[config.mk]
export PLATFORM = sky130hd
export DESIGN_NAME = sdram_arbiter
export DESIGN_NICKNAME = d
export VERILOG_FILES = /design/src/rtl/sdram_arbiter.sv
export SDC_FILE = /design/constraint.sdc
export NUM_CORES = 1
export LEC_CHECK = 0
export BUFFER_PORTS_ARGS = -buffer_cell sky130_fd_sc_hd__buf_4
export CELL_PAD_IN_SITES_DETAIL_PLACEMENT = 1
export CELL_PAD_IN_SITES_GLOBAL_PLACEMENT = 2
export CORE_MARGIN = 4
export CORE_UTILIZATION = 24
export DETAILED_ROUTE_END_ITERATION = 6
export HOLD_SLACK_MARGIN = 0.08
export PLACE_DENSITY_LB_ADDON = 0.1
export SLEW_MARGIN = 25
export SYNTH_ARGS = -nofsm -noshare
export SYNTH_HDL_FRONTEND = slang
export SYNTH_SLANG_ARGS = --single-unit
[constraint.sdc]
create_clock -name clk -period 1.7 [get_ports clk]
set_input_delay 0.34 -clock clk [delete_from_list [all_inputs] [get_ports clk]]
set_output_delay 0.34 -clock clk [all_outputs]
set_load 0.02 [all_outputs]
[src/rtl/sdram_arbiter.sv]
// sdram_arbiter
//   Arbitrates SDRAM_16bit between the video refill path (vqueue) and the
//   cache_controller line fill/flush path. Issues one registered command per
//   cycle (video read has top priority), forms the SDRAM word address, owns
//   the video burst counter (wraps once per frame), routes the 16-bit data
//   strobes to the owning client and packs video halfwords into 32-bit words.
//
// Ports
//   clk, rst               clock, synchronous active-high reset
//   vid_enable, vid_need   video fetch allowed / vqueue almost empty
//   cache_wr_req/rd_req    cache write-back / line fill requests
//   cache_waddr/raddr      cache line addresses (17 bit)
//   sys_cmd, sys_addr      command (00 nop, 01 wr256, 10 rd32, 11 rd256) + word address
//   sys_cmd_ack            command code accepted by SDRAM_16bit (00 idle)
//   sys_rd/wr_data_valid   read / write halfword strobes
//   sys_dout               SDRAM read data
//   cache_fill_we          cache captures sys_dout
//   cache_drain_re         cache presents next write halfword
//   vq_data, vq_we         packed video word {second, first} and its write enable
//   frame_wrap             one-cycle pulse when the video counter wraps to 0
//   owner_vid              video owns the data strobes
//
// Owner FSM
//   state    | meaning
//   ST_CACHE | data strobes belong to the cache controller
//   ST_VID   | data strobes belong to the video packer

module sdram_arbiter #(
    parameter int VID_LINES = 19200,
    parameter int VID_AW    = 19
) (
    input  logic        clk,
    input  logic        rst,
    input  logic        vid_enable,
    input  logic        vid_need,
    input  logic        cache_wr_req,
    input  logic        cache_rd_req,
    input  logic [16:0] cache_waddr,
    input  logic [16:0] cache_raddr,
    output logic [1:0]  sys_cmd,
    output logic [22:0] sys_addr,
    input  logic [1:0]  sys_cmd_ack,
    input  logic        sys_rd_data_valid,
    input  logic        sys_wr_data_valid,
    input  logic [15:0] sys_dout,
    output logic        cache_fill_we,
    output logic        cache_drain_re,
    output logic [31:0] vq_data,
    output logic        vq_we,
    output logic        frame_wrap,
    output logic        owner_vid
);

    localparam logic [1:0] CMD_NOP   = 2'b00;
    localparam logic [1:0] CMD_WR256 = 2'b01;
    localparam logic [1:0] CMD_RD32  = 2'b10;
    localparam logic [1:0] CMD_RD256 = 2'b11;

    localparam logic [VID_AW-1:0] VID_LAST = VID_AW'(VID_LINES - 1);

    typedef enum logic {ST_CACHE = 1'b0, ST_VID = 1'b1} owner_t;

    owner_t              r_state;
    owner_t              w_state_next;
    logic [1:0]          r_sys_cmd;
    logic                r_ack_prev_zero;
    logic [VID_AW-1:0]   r_vid_cnt;
    logic                r_phase;
    logic [15:0]         r_lo;
    logic [31:0]         r_vq_data;
    logic                r_vq_we;
    logic                r_frame_wrap;

    logic                w_accept;
    logic                w_accept_vid;
    logic                w_vid_strobe;

    // One acceptance per ack episode: only the first non-zero ack cycle counts.
    assign w_accept     = r_ack_prev_zero && (sys_cmd_ack != CMD_NOP);
    assign w_accept_vid = w_accept && (sys_cmd_ack == CMD_RD32);
    assign w_vid_strobe = (r_state == ST_VID) && sys_rd_data_valid;

    // ---------------- owner FSM ----------------
    always_ff @(posedge clk) begin
        if (rst) begin
            r_state <= ST_CACHE;
        end else begin
            r_state <= w_state_next;
        end
    end

    always_comb begin
        w_state_next = r_state;
        if (w_accept) begin
            w_state_next = (sys_cmd_ack == CMD_RD32) ? ST_VID : ST_CACHE;
        end
    end

    // Strobes follow the registered owner, so a strobe in the acceptance
    // cycle still goes to the previous owner.
    always_comb begin
        owner_vid      = (r_state == ST_VID);
        cache_fill_we  = (r_state == ST_CACHE) && sys_rd_data_valid;
        cache_drain_re = (r_state == ST_CACHE) && sys_wr_data_valid;
    end

    // ---------------- command select ----------------
    always_ff @(posedge clk) begin
        if (rst) begin
            r_sys_cmd       <= CMD_NOP;
            r_ack_prev_zero <= 1'b1;
        end else begin
            r_ack_prev_zero <= (sys_cmd_ack == CMD_NOP);
            if (vid_enable && vid_need) begin
                r_sys_cmd <= CMD_RD32;
            end else if (cache_wr_req) begin
                r_sys_cmd <= CMD_WR256;
            end else if (cache_rd_req) begin
                r_sys_cmd <= CMD_RD256;
            end else begin
                r_sys_cmd <= CMD_NOP;
            end
        end
    end

    always_comb begin
        case (r_sys_cmd)
            CMD_WR256: sys_addr = {cache_waddr, 6'b0};
            CMD_RD32:  sys_addr = {1'b1, r_vid_cnt, 3'b0};
            CMD_RD256: sys_addr = {cache_raddr, 6'b0};
            default:   sys_addr = '0;
        endcase
    end

    // ---------------- video counter ----------------
    always_ff @(posedge clk) begin
        if (rst) begin
            r_vid_cnt    <= '0;
            r_frame_wrap <= 1'b0;
        end else begin
            r_frame_wrap <= 1'b0;
            if (!vid_enable) begin
                r_vid_cnt <= '0;
            end else if (w_accept_vid) begin
                if (r_vid_cnt == VID_LAST) begin
                    r_vid_cnt    <= '0;
                    r_frame_wrap <= 1'b1;
                end else begin
                    r_vid_cnt <= r_vid_cnt + 1'b1;
                end
            end
        end
    end

    // ---------------- video packing ----------------
    // A new video acceptance restarts the pack phase so every burst starts
    // on a low halfword.
    always_ff @(posedge clk) begin
        if (rst) begin
            r_phase   <= 1'b0;
            r_lo      <= '0;
            r_vq_data <= '0;
            r_vq_we   <= 1'b0;
        end else begin
            r_vq_we <= 1'b0;
            if (w_vid_strobe) begin
                if (!r_phase) begin
                    r_lo <= sys_dout;
                end else begin
                    r_vq_data <= {sys_dout, r_lo};
                    r_vq_we   <= 1'b1;
                end
            end
            if (!vid_enable || w_accept_vid) begin
                r_phase <= 1'b0;
            end else if (w_vid_strobe) begin
                r_phase <= ~r_phase;
            end
        end
    end

    assign sys_cmd    = r_sys_cmd;
    assign vq_data    = r_vq_data;
    assign vq_we      = r_vq_we;
    assign frame_wrap = r_frame_wrap;

endmodule

After elaboration in Yosys (flattened, before gate mapping) --
Cells that the tools add are included.
Operators by class: mux-type cells 8, equality and inequality tests 5, bitwise operators 5, reductions and logical operators 17, add/subtract/negate cells 1
Operators by type and width (number):
- one-hot mux 23 bit (3 select lines) | 1
- adder 19 x 1 -> 19 bit (second input constant) | 1
- equality test 19 x 15 -> 1 bit (second input constant) | 1
- 2-to-1 mux 19 bit | 1
- OR reduction 2 bit | 4
- equality test 2 bit (second input constant) | 3
- logical AND 1 bit | 6
- 2-to-1 mux 2 bit | 3
- inverter 1 bit | 5
- AND reduction 2 bit | 2
- 2-to-1 mux 1 bit | 3
- OR reduction 3 bit | 1
- equality test 2 x 1 -> 1 bit (second input constant) | 1
- logical NOT 2 bit | 1
- nonzero test 2 bit | 1
- logical NOT 1 bit | 1
- logical OR 1 bit | 1
Word-level totals: register bits after elaboration 74

Depth between registers and ports, before layout --
Gate-level depths: netlist (run 1).
depth in word-level cells 5, gate-level depth with buffers 7, gate-level depth less buffers 5

Worst setup path before layout (run 1) --
No wires, ideal clock.
path type register -> output, start point register r_sys_cmd[1] (netlist: sys_cmd[1]), end point output port sys_addr[10], slack -403 ps, stages on the path, launching flop included 6, buffers on the path 3, required time 1360 ps, data arrival time 1763 ps, cells stage by stage dfxtp_1 -> clkbuf_1 -> nor2b_1 -> clkbuf_1 -> clkbuf_1 -> a22o_1
Between the ends: cells in the longest elaborated chain, start to end 2
Ends and longest elaborated chain:
- from (decl) | line 65 | logic [1:0] r_sys_cmd;
- from (signal assigned) | line 110 | r_sys_cmd <= CMD_NOP;
- from (signal assigned) | line 115 | r_sys_cmd <= CMD_RD32;
- from (signal assigned) | line 117 | r_sys_cmd <= CMD_WR256;
- equality test 2 bit / equality test 2 x 1 -> 1 bit (equally long branches) | line 127 | case (r_sys_cmd)
- one-hot mux 23 bit (3 select lines) * | line 127
- to (decl) | line 41 | output logic [22:0] sys_addr,
Every way passes the cells marked *; elsewhere a longest branch is shown, timed or not.

Final worst setup path (run 1) --
start point register r_sys_cmd[1] (netlist: sys_cmd[1]), end point output port sys_addr[6]
Same word-level chain as after synthesis.

==> results.json, run 1 <==
{
  "hold_class": "input pin to flip-flop",
  "p_leak_nw": 2.01,
  "grt_max_degree": 54,
  "wl_per_cell_um": 15.3,
  "routabilityCongestion": 0.771,
  "n_antenna_cell": 0,
  "seq_area_sq_um": 1490,
  "path_clk_slew_ns": 0.06,
  "final_nets": 598,
  "synth_seq_area_share": 0.459,
  "outcome": "finished, violations left",
  "track_usage": 0.138,
  "cp.arrival_ns": 1.52,
  "finalHoldViolCount": 0,
  "vias": 3295,
  "fin_ws_ns": -0.163,
  "synth-seq-cells": 74,
  "period_needed_ns": 1.86,
  "numPortBuffers": 118,
  "required_ns": 1.36,
  "clock_path_buffers": 2,
  "worst_pin_slew_ns": 0.577,
  "hpwl_um": 7850,
  "max_cap_violations": 0,
  "crit_chain": "buf_12 > mux2_2 > a22o_1 > buf_4",
  "die_y_um": 124,
  "cts_tree": "built",
  "netlist_instances": 398,
  "dieWidth_um": 124,
  "endpoint_kind": "primary output",
  "core_area_sq_um": 13200,
  "slowest_delay_ns": 0.37,
  "antenna_found_initial": 0,
  "synth.cell_area_sq_um": 3230,
  "fmax_mhz": 537,
  "finalCritPeriodShare": 1.10,
  "numCtsBuffers": 9,
  "synth.avg_cell_area_sq_um": 8.12,
  "final-max-slew-violation-count": 0,
  "power.total_mw": 4.23,
  "clock-sinks": 74,
  "htreeDepth": 3,
  "synth_warnings": 0,
  "skew_ns": 0.00538,
  "syn_to_final_growth_pct": 55.3,
  "multi_input_area_sq_um": 1680,
  "drc": 0,
  "num_rows": 42,
  "initial_core_util": 0.245,
  "die_area_sq_um": 15400,
  "clk_root_buffer_cell": "clkbuf_16",
  "drive_gt1_frac": 0.384,
  "drt_iter0_markers": 75,
  "power_density_nw_per_um2": 842,
  "vias_per_cell": 4.60,
  "routed_wl_um": 11000,
  "relSlewSlack": 0.616,
  "cp_max_fo": 18,
  "crit_path_top_delay_cell": "dfxtp_4",
  "grt_pass1_wl_um": 16500,
  "grt_pass1_vias": 3302,
  "final_core_util": 0.380,
  "setup_viol": 19,
  "rsz0062_at_grt": "yes",
  "drt_pass1_iterations": 4,
  "clk_latency_ns": 0.33,
  "peakVddDrop_mv": 0.525,
  "grt-ovfl-total": 0,
  "holdWs_ns": 0.263,
  "violations": "negative setup slack",
  "ys_types": 37,
  "ant_nets": 0,
  "io_pins": 122,
  "cp-start-kind": "flip-flop",
  "nFillCells": 1544,
  "criticalPathCategory": "flip-flop to primary output"
}
cell families after synthesis:
group                      synth area share
buffers and inverters                0.0472
muxes                                0.0558
and+or+nand+nor                       0.237
xor gates and xnor gates             0.0271
DFF                                   0.459
AOI/OAI and AO/OA                     0.169
adders and majority gates           0.00387
other                               0.00116
synth_stat cells:
cell	number	area share
o21bai_1	1	0.0023
and4b_2	1	0.0035
buf_4	4	0.0093
and3b_2	1	0.0031
clkbuf_1	26	0.030
or3_1	4	0.0077
xnor2_1	2	0.0054
nor2b_1	4	0.0077
xor2_1	8	0.022
nand3_1	8	0.012
buf_2	2	0.0031
o211ai_1	2	0.0046
and2_1	4	0.0077
and4_1	2	0.0054
o31ai_1	4	0.0093
nor2_1	13	0.015
dfxtp_1	74	0.46
ha_1	1	0.0039
o21bai_2	1	0.0035
nand3b_1	1	0.0023
nor4_1	1	0.0019
or2_2	1	0.0019
nand2b_1	3	0.0058
mux2_2	16	0.056
o21ai_0	4	0.0062
conb_1	1	0.0012
a31oi_1	1	0.0019
nand4_1	8	0.015
a21oi_1	60	0.093
nor4bb_1	1	0.0031
nand2_1	108	0.13
nor3_1	1	0.0015
a22o_1	16	0.043
and3_1	4	0.0077
a211oi_1	2	0.0046
or4_1	4	0.0093
inv_1	4	0.0046
final cells by class:
type	instances	area share
multi-input cells	290	0.334
well taps	176	0.0439
repair buffers	158	0.260
clock buffers	9	0.0449
inverters	4	0.00299
clock inverters	6	0.0165
flip-flops and latches	74	0.297
per-layer routing:
layer / global-route usage / wire length, um
met1: 0.160 / 4680
met3: 0.0450 / 880
met4: 0.0513 / 191
met2: 0.236 / 5220
met5: 0 / 0
worst max-delay path: cells and delay by family, from the launching register on:
family	cells	cell delay (ns)
mux	1	0.34
flops	1	0.37
compound gates	1	0.18
buf+inv	2	0.30
sequential cells by signal, summed over array words and instances, names as in the netlist:
register	flops
vq_data	32
r_vid_cnt	19
r_lo	16
sys_cmd	2
frame_wrap	1
owner_vid	1
r_ack_prev_zero	1
r_phase	1
vq_we	1
report_power, final:
group | switching, mW | total [mW] | internal [mW]
Clock | 0.742 | 2.01 | 1.27
Sequential | 0.0136 | 1.77 | 1.75
Combinational | 0.207 | 0.449 | 0.242
Total | 0.963 | 4.23 | 3.26
placed cells by master, fill, tap and decap left out, types with 2 or more instances in the layout:
cell	n
o211ai_1	2
bufinv_16	2
conb_1	3
nand4_1	8
nor2b_1	3
and2_4	3
a22o_1	16
mux2_2	16
clkinv_2	3
buf_6	12
nand2b_1	3
a211oi_1	2
nand2_1	108
xnor2_1	2
or4_1	4
buf_4	140
dfxtp_1	70
clkbuf_16	10
inv_1	4
or3_1	3
xor2_1	8
and3_1	3
o21ai_0	4
nand3_1	7
a21oi_1	60
nor2_1	13
buf_12	4
dfxtp_2	3
o31ai_1	4
path summary, 6_finish.rpt:
check,from,end,slack (ns),cells after the start
worst max-delay path,sys_cmd[1],sys_addr[6],-0.16,4
worst min-delay path,sys_dout[8],r_lo[8],0.26,3
worst max register to register,r_vid_cnt[0],r_vid_cnt[17],0.05,7
worst min register to register,r_lo[0],vq_data[0],0.45,2
what timing repair did:
action | CTS | global route
buffers inserted | 0 | 1
resized for setup | 18 | 17
setup endpoints to repair | 21 | 38
hold buffers | 0 | 0
endpoints found under the hold margin | 0 | 0
gates cloned | 1 | 1
pin swaps | 0 | 2
per-stage QoR:
| step | cell area [sq um] | cells | setup WS, ns | TNS [ns] |
|---|---|---|---|---|
| floorplan | 3260 | 400 | 0.00573 | 0 |
| global placement | 4540 | 699 | -0.118 | -0.197 |
| detailed placement | 4540 | 699 | -0.128 | -0.334 |
| CTS | 4910 | 715 | -0.189 | -3.33 |
| global route | 5020 | 717 | -0.237 | -4.00 |
| finish | 5020 | 717 | -0.163 | -2.71 |
Note: power is estimated with default switching activity, not from simulation.
==> run 2: changes to the inputs <==
--- a/config.mk
+++ b/config.mk
@@ -5,11 +5,13 @@
 export SDC_FILE = /design/constraint.sdc
 export NUM_CORES = 1
 export LEC_CHECK = 0
+export ABC_AREA = 0
 export BUFFER_PORTS_ARGS = -buffer_cell sky130_fd_sc_hd__buf_4
 export CELL_PAD_IN_SITES_DETAIL_PLACEMENT = 1
 export CELL_PAD_IN_SITES_GLOBAL_PLACEMENT = 2
 export CORE_MARGIN = 4
-export CORE_UTILIZATION = 24
+export CORE_UTILIZATION = 25
+export CTS_BUF_LIST = sky130_fd_sc_hd__clkbuf_8
 export DETAILED_ROUTE_END_ITERATION = 6
 export HOLD_SLACK_MARGIN = 0.08
 export PLACE_DENSITY_LB_ADDON = 0.1
==> run 2 against run 1 <==
The run still ends with negative setup slack left. Critical path depth unchanged. Worst setup slack worse by 0.014 ns. Total power decreased by 15%. Sequential cell count unchanged. Sequential power is essentially flat. Final cell count up 0.28%. Register-to-register slack improved by 0.06 ns. Routed wire length fell by 2.4%. First-iteration DRC count increased by 12%. Sequential share of layout area rose by 0.15 points. Critical endpoint is now sys_addr[8].
==> results.json, run 2 (synthesized netlist as in run 1, its figures left out) <==
{
  "antenna_found_initial": 0,
  "grt_pass1_wl_um": 17000,
  "power.total_mw": 3.61,
  "place_ws_ns": -0.0914,
  "period_needed_ns": 1.88,
  "htreeDepth": 3,
  "cts_tree": "built",
  "hp-start": "sys_dout[2]",
  "nFillCells": 1530,
  "num_rows": 41,
  "required_ns": 1.36,
  "power_density_nw_per_um2": 723,
  "ant_nets": 0,
  "die_y_um": 122,
  "grt-ovfl-total": 0,
  "reg2reg_depth": 7,
  "hold_class": "input pin to flip-flop",
  "final_common_cell": "buf_4",
  "finalCritPeriodShare": 1.10,
  "clk_latency_ns": 0.34,
  "peakVddDrop_mv": 0.449,
  "endpoint_kind": "primary output",
  "finalHoldViolCount": 0,
  "final-max-slew-violation-count": 0,
  "dr_wl_met2_um": 5340,
  "cp-start-kind": "flip-flop",
  "tns_ns": -2.62,
  "drive_gt1_frac": 0.389,
  "fin_cells": 719,
  "n_antenna_cell": 0,
  "hold_depth": 3,
  "wl_per_cell_um": 14.9,
  "drc": 0,
  "numPortBuffers": 118,
  "io_pins": 122,
  "final_area_sq_um": 4990,
  "grt_pass1_vias": 3467,
  "hold_path_end": "vq_data[18]",
  "core_area_sq_um": 12600,
  "vias": 3303,
  "criticalPathCategory": "flip-flop to primary output",
  "clk_root_buffer_cell": "clkbuf_8",
  "dp.cells": 695,
  "dieWidth_um": 122,
  "routabilityCongestion": 0.702,
  "path_clk_slew_ns": 0.08,
  "fin_ws_ns": -0.177,
  "reg2reg_from": "r_vid_cnt[0]",
  "cp.arrival_ns": 1.54,
  "p_leak_nw": 2.02,
  "grt_max_degree": 54,
  "clock_path_buffers": 2,
  "met3_wirelength_um": 841,
  "relSlewSlack": 0.615,
  "met1_length_um": 4420,
  "rsz0062_at_grt": "yes",
  "syn_to_final_growth_pct": 54.5,
  "initial_core_util": 0.256,
  "clock-sinks": 74,
  "drt_iter0_markers": 84,
  "numCtsBuffers": 9,
  "outcome": "finished, violations left",
  "max_cap_violations": 0,
  "worst_pin_slew_ns": 0.578,
  "largest_reg_flops": 32,
  "vias_per_cell": 4.59,
  "hpwl_um": 7530,
  "cp_max_fo": 15,
  "skew_ns": 0.00431,
  "die_area_sq_um": 14800,
  "routed_wl_um": 10700,
  "fmax_mhz": 533,
  "top_layer": "met4",
  "violations": "negative setup slack",
  "placed_area_sq_um": 4510,
  "reg2reg_slack_ns": 0.11,
  "final_cell_mix": "135 x buf_4, 108 x nand2_1, 70 x dfxtp_1, 59 x a21oi_1, 23 x buf_6",
  "timing.rr.end": "r_vid_cnt[18]",
  "setup_viol": 19,
  "final_nets": 603,
  "hold_buffers": 0,
  "track_usage": 0.144,
  "drt_pass1_iterations": 3
}
==> run 2: changes by cell type in the layout (fill, tap and decap cells not counted), sizes merged <==
cell and delta:
clkinvlp -1, buf +4, clkbuf +3, clkinv -2
inv +3, bufinv -1
==> run 2: metrics by stage <==
stage,utilization,hold slack (ns)
5_1_grt,0.395,0.233
3_5_place_dp,0.357,0.446
4_1_cts,0.383,0.227
3_3_place_gp,0.357,0.437
6_report,0.395,0.255
2_1_floorplan,-,0.431
==> run 2: how the worst max path moves through the flow <==
stage	start	to	slack (ns)	cells after the start
4_1_cts	sys_cmd[1]	sys_addr[6]	-0.22	4
2_1_floorplan	sys_cmd_ack[0]	r_vid_cnt[17]	0.006	5
3_3_place_gp	sys_cmd_ack[0]	r_vid_cnt[17]	-0.07	5
5_1_grt	sys_cmd[1]	sys_addr[13]	-0.26	5
3_5_place_dp	sys_cmd_ack[0]	r_vid_cnt[17]	-0.09	5
6_report	sys_cmd[1]	sys_addr[8]	-0.18	4
==> run 2: critical path, cell delays in order (launching register included) <==
cell,delay (ns)
dfxtp_4,0.38
buf_12,0.15
mux2_2,0.33
a22o_1,0.20
buf_6,0.14
==> run 2: cell type report <==
| cell class | count | area, sq um | share of cell area |
|---|---|---|---|
| clock buffers | 11 | 151 | 0.0303 |
| clock inverters | 5 | 46.3 | 0.00928 |
| inverters | 4 | 15.0 | 0.00301 |
| multi-input cells | 290 | 1700 | 0.340 |
| flip-flops and latches | 74 | 1490 | 0.298 |
| well taps | 172 | 215 | 0.0431 |
| repair buffers | 163 | 1380 | 0.276 |
==> run 2: timing repair <==
| action | in CTS | in global routing |
|---|---|---|
| endpoints found under the setup margin | 20 | 36 |
| gates cloned | 2 | 2 |
| resized for setup | 30 | 22 |
| hold endpoints to repair | 0 | 0 |
| pin swaps | 0 | 7 |
| setup buffers | 2 | 2 |
==> run 2: per-layer routing <==
metal | GRT usage | up-vias
met3 | 0.0464 | 8
met2 | 0.255 | 89
met1 | 0.165 | 1561
li1 | - | 1645
met5 | 0 | -
met4 | 0.0420 | 0
==> run 2: report_power, final <==
part	internal [mW]	switching, mW	total, mW
logic	0.259	0.210	0.469
registers	1.75	0.0151	1.77
clock network	0.742	0.633	1.37
==> run 3: changes to the inputs <==
--- a/config.mk
+++ b/config.mk
@@ -14,7 +14,7 @@
 export CTS_BUF_LIST = sky130_fd_sc_hd__clkbuf_8
 export DETAILED_ROUTE_END_ITERATION = 6
 export HOLD_SLACK_MARGIN = 0.08
-export PLACE_DENSITY_LB_ADDON = 0.1
+export PLACE_DENSITY_LB_ADDON = 0.2
 export SLEW_MARGIN = 25
 export SYNTH_ARGS = -nofsm -noshare
 export SYNTH_HDL_FRONTEND = slang
==> run 3 against run 2 <==
The flow still finishes with violations (negative setup slack). Global-route usage is essentially flat. Register-to-register slack lost 0.02 ns. Highest routed layer unchanged. Final cell count shrank 0.83%. Design area shrank 2.0%. Sequential power is essentially flat. Worst setup slack lost 0.0073 ns. Total power grew 4.7%. Fmax shrank 0.39%. Clock power grew 14%. Largest cell class unchanged. First-iteration DRC count grew 35%. Critical path depth is the same. Clock skew grew 0.0033 ns.
==> results.json, run 3 (synthesized netlist as in run 1, its figures left out) <==
{
  "outcome": "finished, violations left",
  "violations": "negative setup slack",
  "drt_pass1_iterations": 4,
  "hp-start": "sys_cmd_ack[1]",
  "initial_core_util": 0.256,
  "skew_ns": 0.00762,
  "clk_root_buffer_cell": "clkbuf_8",
  "seq_area_sq_um": 1490,
  "nFillCells": 1523,
  "reg2reg_from": "r_vid_cnt[1]",
  "period_needed_ns": 1.88,
  "vias": 3270,
  "crit_path_top_delay_cell": "dfxtp_4",
  "ant_nets": 0,
  "routabilityCongestion": 0.770,
  "holdWs_ns": 0.206,
  "rsz0062_at_grt": "yes",
  "final-max-slew-violation-count": 0,
  "numCtsBuffers": 9,
  "endpoint_kind": "primary output",
  "critPathTopFamily": "flip-flops",
  "cp.arrival_ns": 1.54,
  "grt-ovfl-total": 0,
  "io_pins": 122,
  "crit_start": "sys_cmd[1]",
  "antenna_found_initial": 0,
  "final_area_sq_um": 4890,
  "worst_pin_slew_ns": 0.573,
  "wl_per_cell_um": 15.2,
  "grt_max_degree": 54,
  "cp-start-kind": "flip-flop",
  "grt_pass1_wl_um": 17000,
  "finalHoldViolCount": 0,
  "cts_tree": "built",
  "fin_ws_ns": -0.185,
  "die_area_sq_um": 14800,
  "vias_per_cell": 4.59,
  "cp_max_fo": 17,
  "crit_chain": "buf_12 > mux2_2 > a22o_1 > buf_6",
  "placed_area_sq_um": 4490,
  "final_nets": 597,
  "htreeDepth": 3,
  "max_cap_violations": 0,
  "criticalPathCategory": "flip-flop to primary output",
  "p_leak_nw": 1.96,
  "hpwl_um": 7850,
  "die_y_um": 122,
  "multi_input_area_sq_um": 1650,
  "clock_path_buffers": 2,
  "final_common_cell": "buf_4",
  "syn_to_final_growth_pct": 51.4,
  "place_ws_ns": -0.148,
  "setup_viol": 19,
  "n_antenna_cell": 0,
  "clk_latency_ns": 0.35,
  "clock-sinks": 74,
  "tns_ns": -2.70,
  "drt_iter0_markers": 113,
  "path_clk_slew_ns": 0.08,
  "final_cell_mix": "134 x buf_4, 108 x nand2_1, 72 x dfxtp_1, 60 x a21oi_1, 20 x buf_6",
  "drive_gt1_frac": 0.377,
  "grt_pass1_vias": 3440,
  "worstPathBufferInverterCount": 2,
  "num_rows": 41,
  "numPortBuffers": 118,
  "core_area_sq_um": 12600,
  "relSlewSlack": 0.618,
  "hold_class": "input pin to flip-flop",
  "largest_reg_flops": 32,
  "fmax_mhz": 531,
  "dieWidth_um": 122,
  "routed_wl_um": 10800,
  "required_ns": 1.36,
  "power.total_mw": 3.78,
  "track_usage": 0.144,
  "power_density_nw_per_um2": 772,
  "drc": 0,
  "slowest_delay_ns": 0.37,
  "hold_buffers": 0,
  "peakVddDrop_mv": 0.409,
  "finalCritPeriodShare": 1.11
}
[run 3: cell types whose count changed in the layout (fill, tap and decap cells not counted), sizes merged]
cell / previous run / this run
clkinvlp: 0 / 1
bufinv: 1 / 2
inv: 7 / 4
clkinv: 1 / 3
buf: 161 / 157
clkbuf: 13 / 10
[run 3: metal layers]
metal / track usage / up-vias / wire, um
li1: - / 1630 / -
met1: 0.162 / 1540 / 4480
met2: 0.259 / 89 / 5380
met3: 0.0492 / 11 / 814
met4: 0.0420 / 0 / 132
met5: 0 / - / 0
[run 3: timing repair]
item                       4_1_cts  5_1_grt
gates cloned                     3        0
pin swaps                        2        2
buffers inserted                 1        0
resized for setup               30       13
setup endpoints to repair       21       37
[run 3: layout make-up]
| class | instances | share of cell area |
|---|---|---|
| tap | 172 | 0.0440 |
| multi-input combinational | 290 | 0.338 |
| sequential | 74 | 0.304 |
| clock buffer | 10 | 0.0281 |
| inverter | 4 | 0.00307 |
| clock inverter | 6 | 0.0184 |
| timing repair buffer | 157 | 0.264 |
[run 3: path summary, 6_finish.rpt]
check | endpoint | slack [ns] | cells after the start
worst max-delay path | sys_addr[19] | -0.18 | 4
worst min register to register | vq_data[1] | 0.45 | 2
worst max register to register | r_vid_cnt[18] | 0.09 | 5
worst min-delay path | r_ack_prev_zero | 0.21 | 2
[run 3: report_power, final]
part	internal, mW	total, mW	switching, mW	leakage (nW)
Clock	0.869	1.56	0.686	0.112
Combinational	0.248	0.459	0.211	1.25
Sequential	1.75	1.76	0.0138	0.599
Total	2.87	3.78	0.911	1.96
[run 3: through the flow]
step                       util  instances
final                     0.388        713
after detailed placement  0.356        693
after floorplan               -        400
after global routing      0.388        713
after CTS                 0.384        713
after global placement    0.356        693
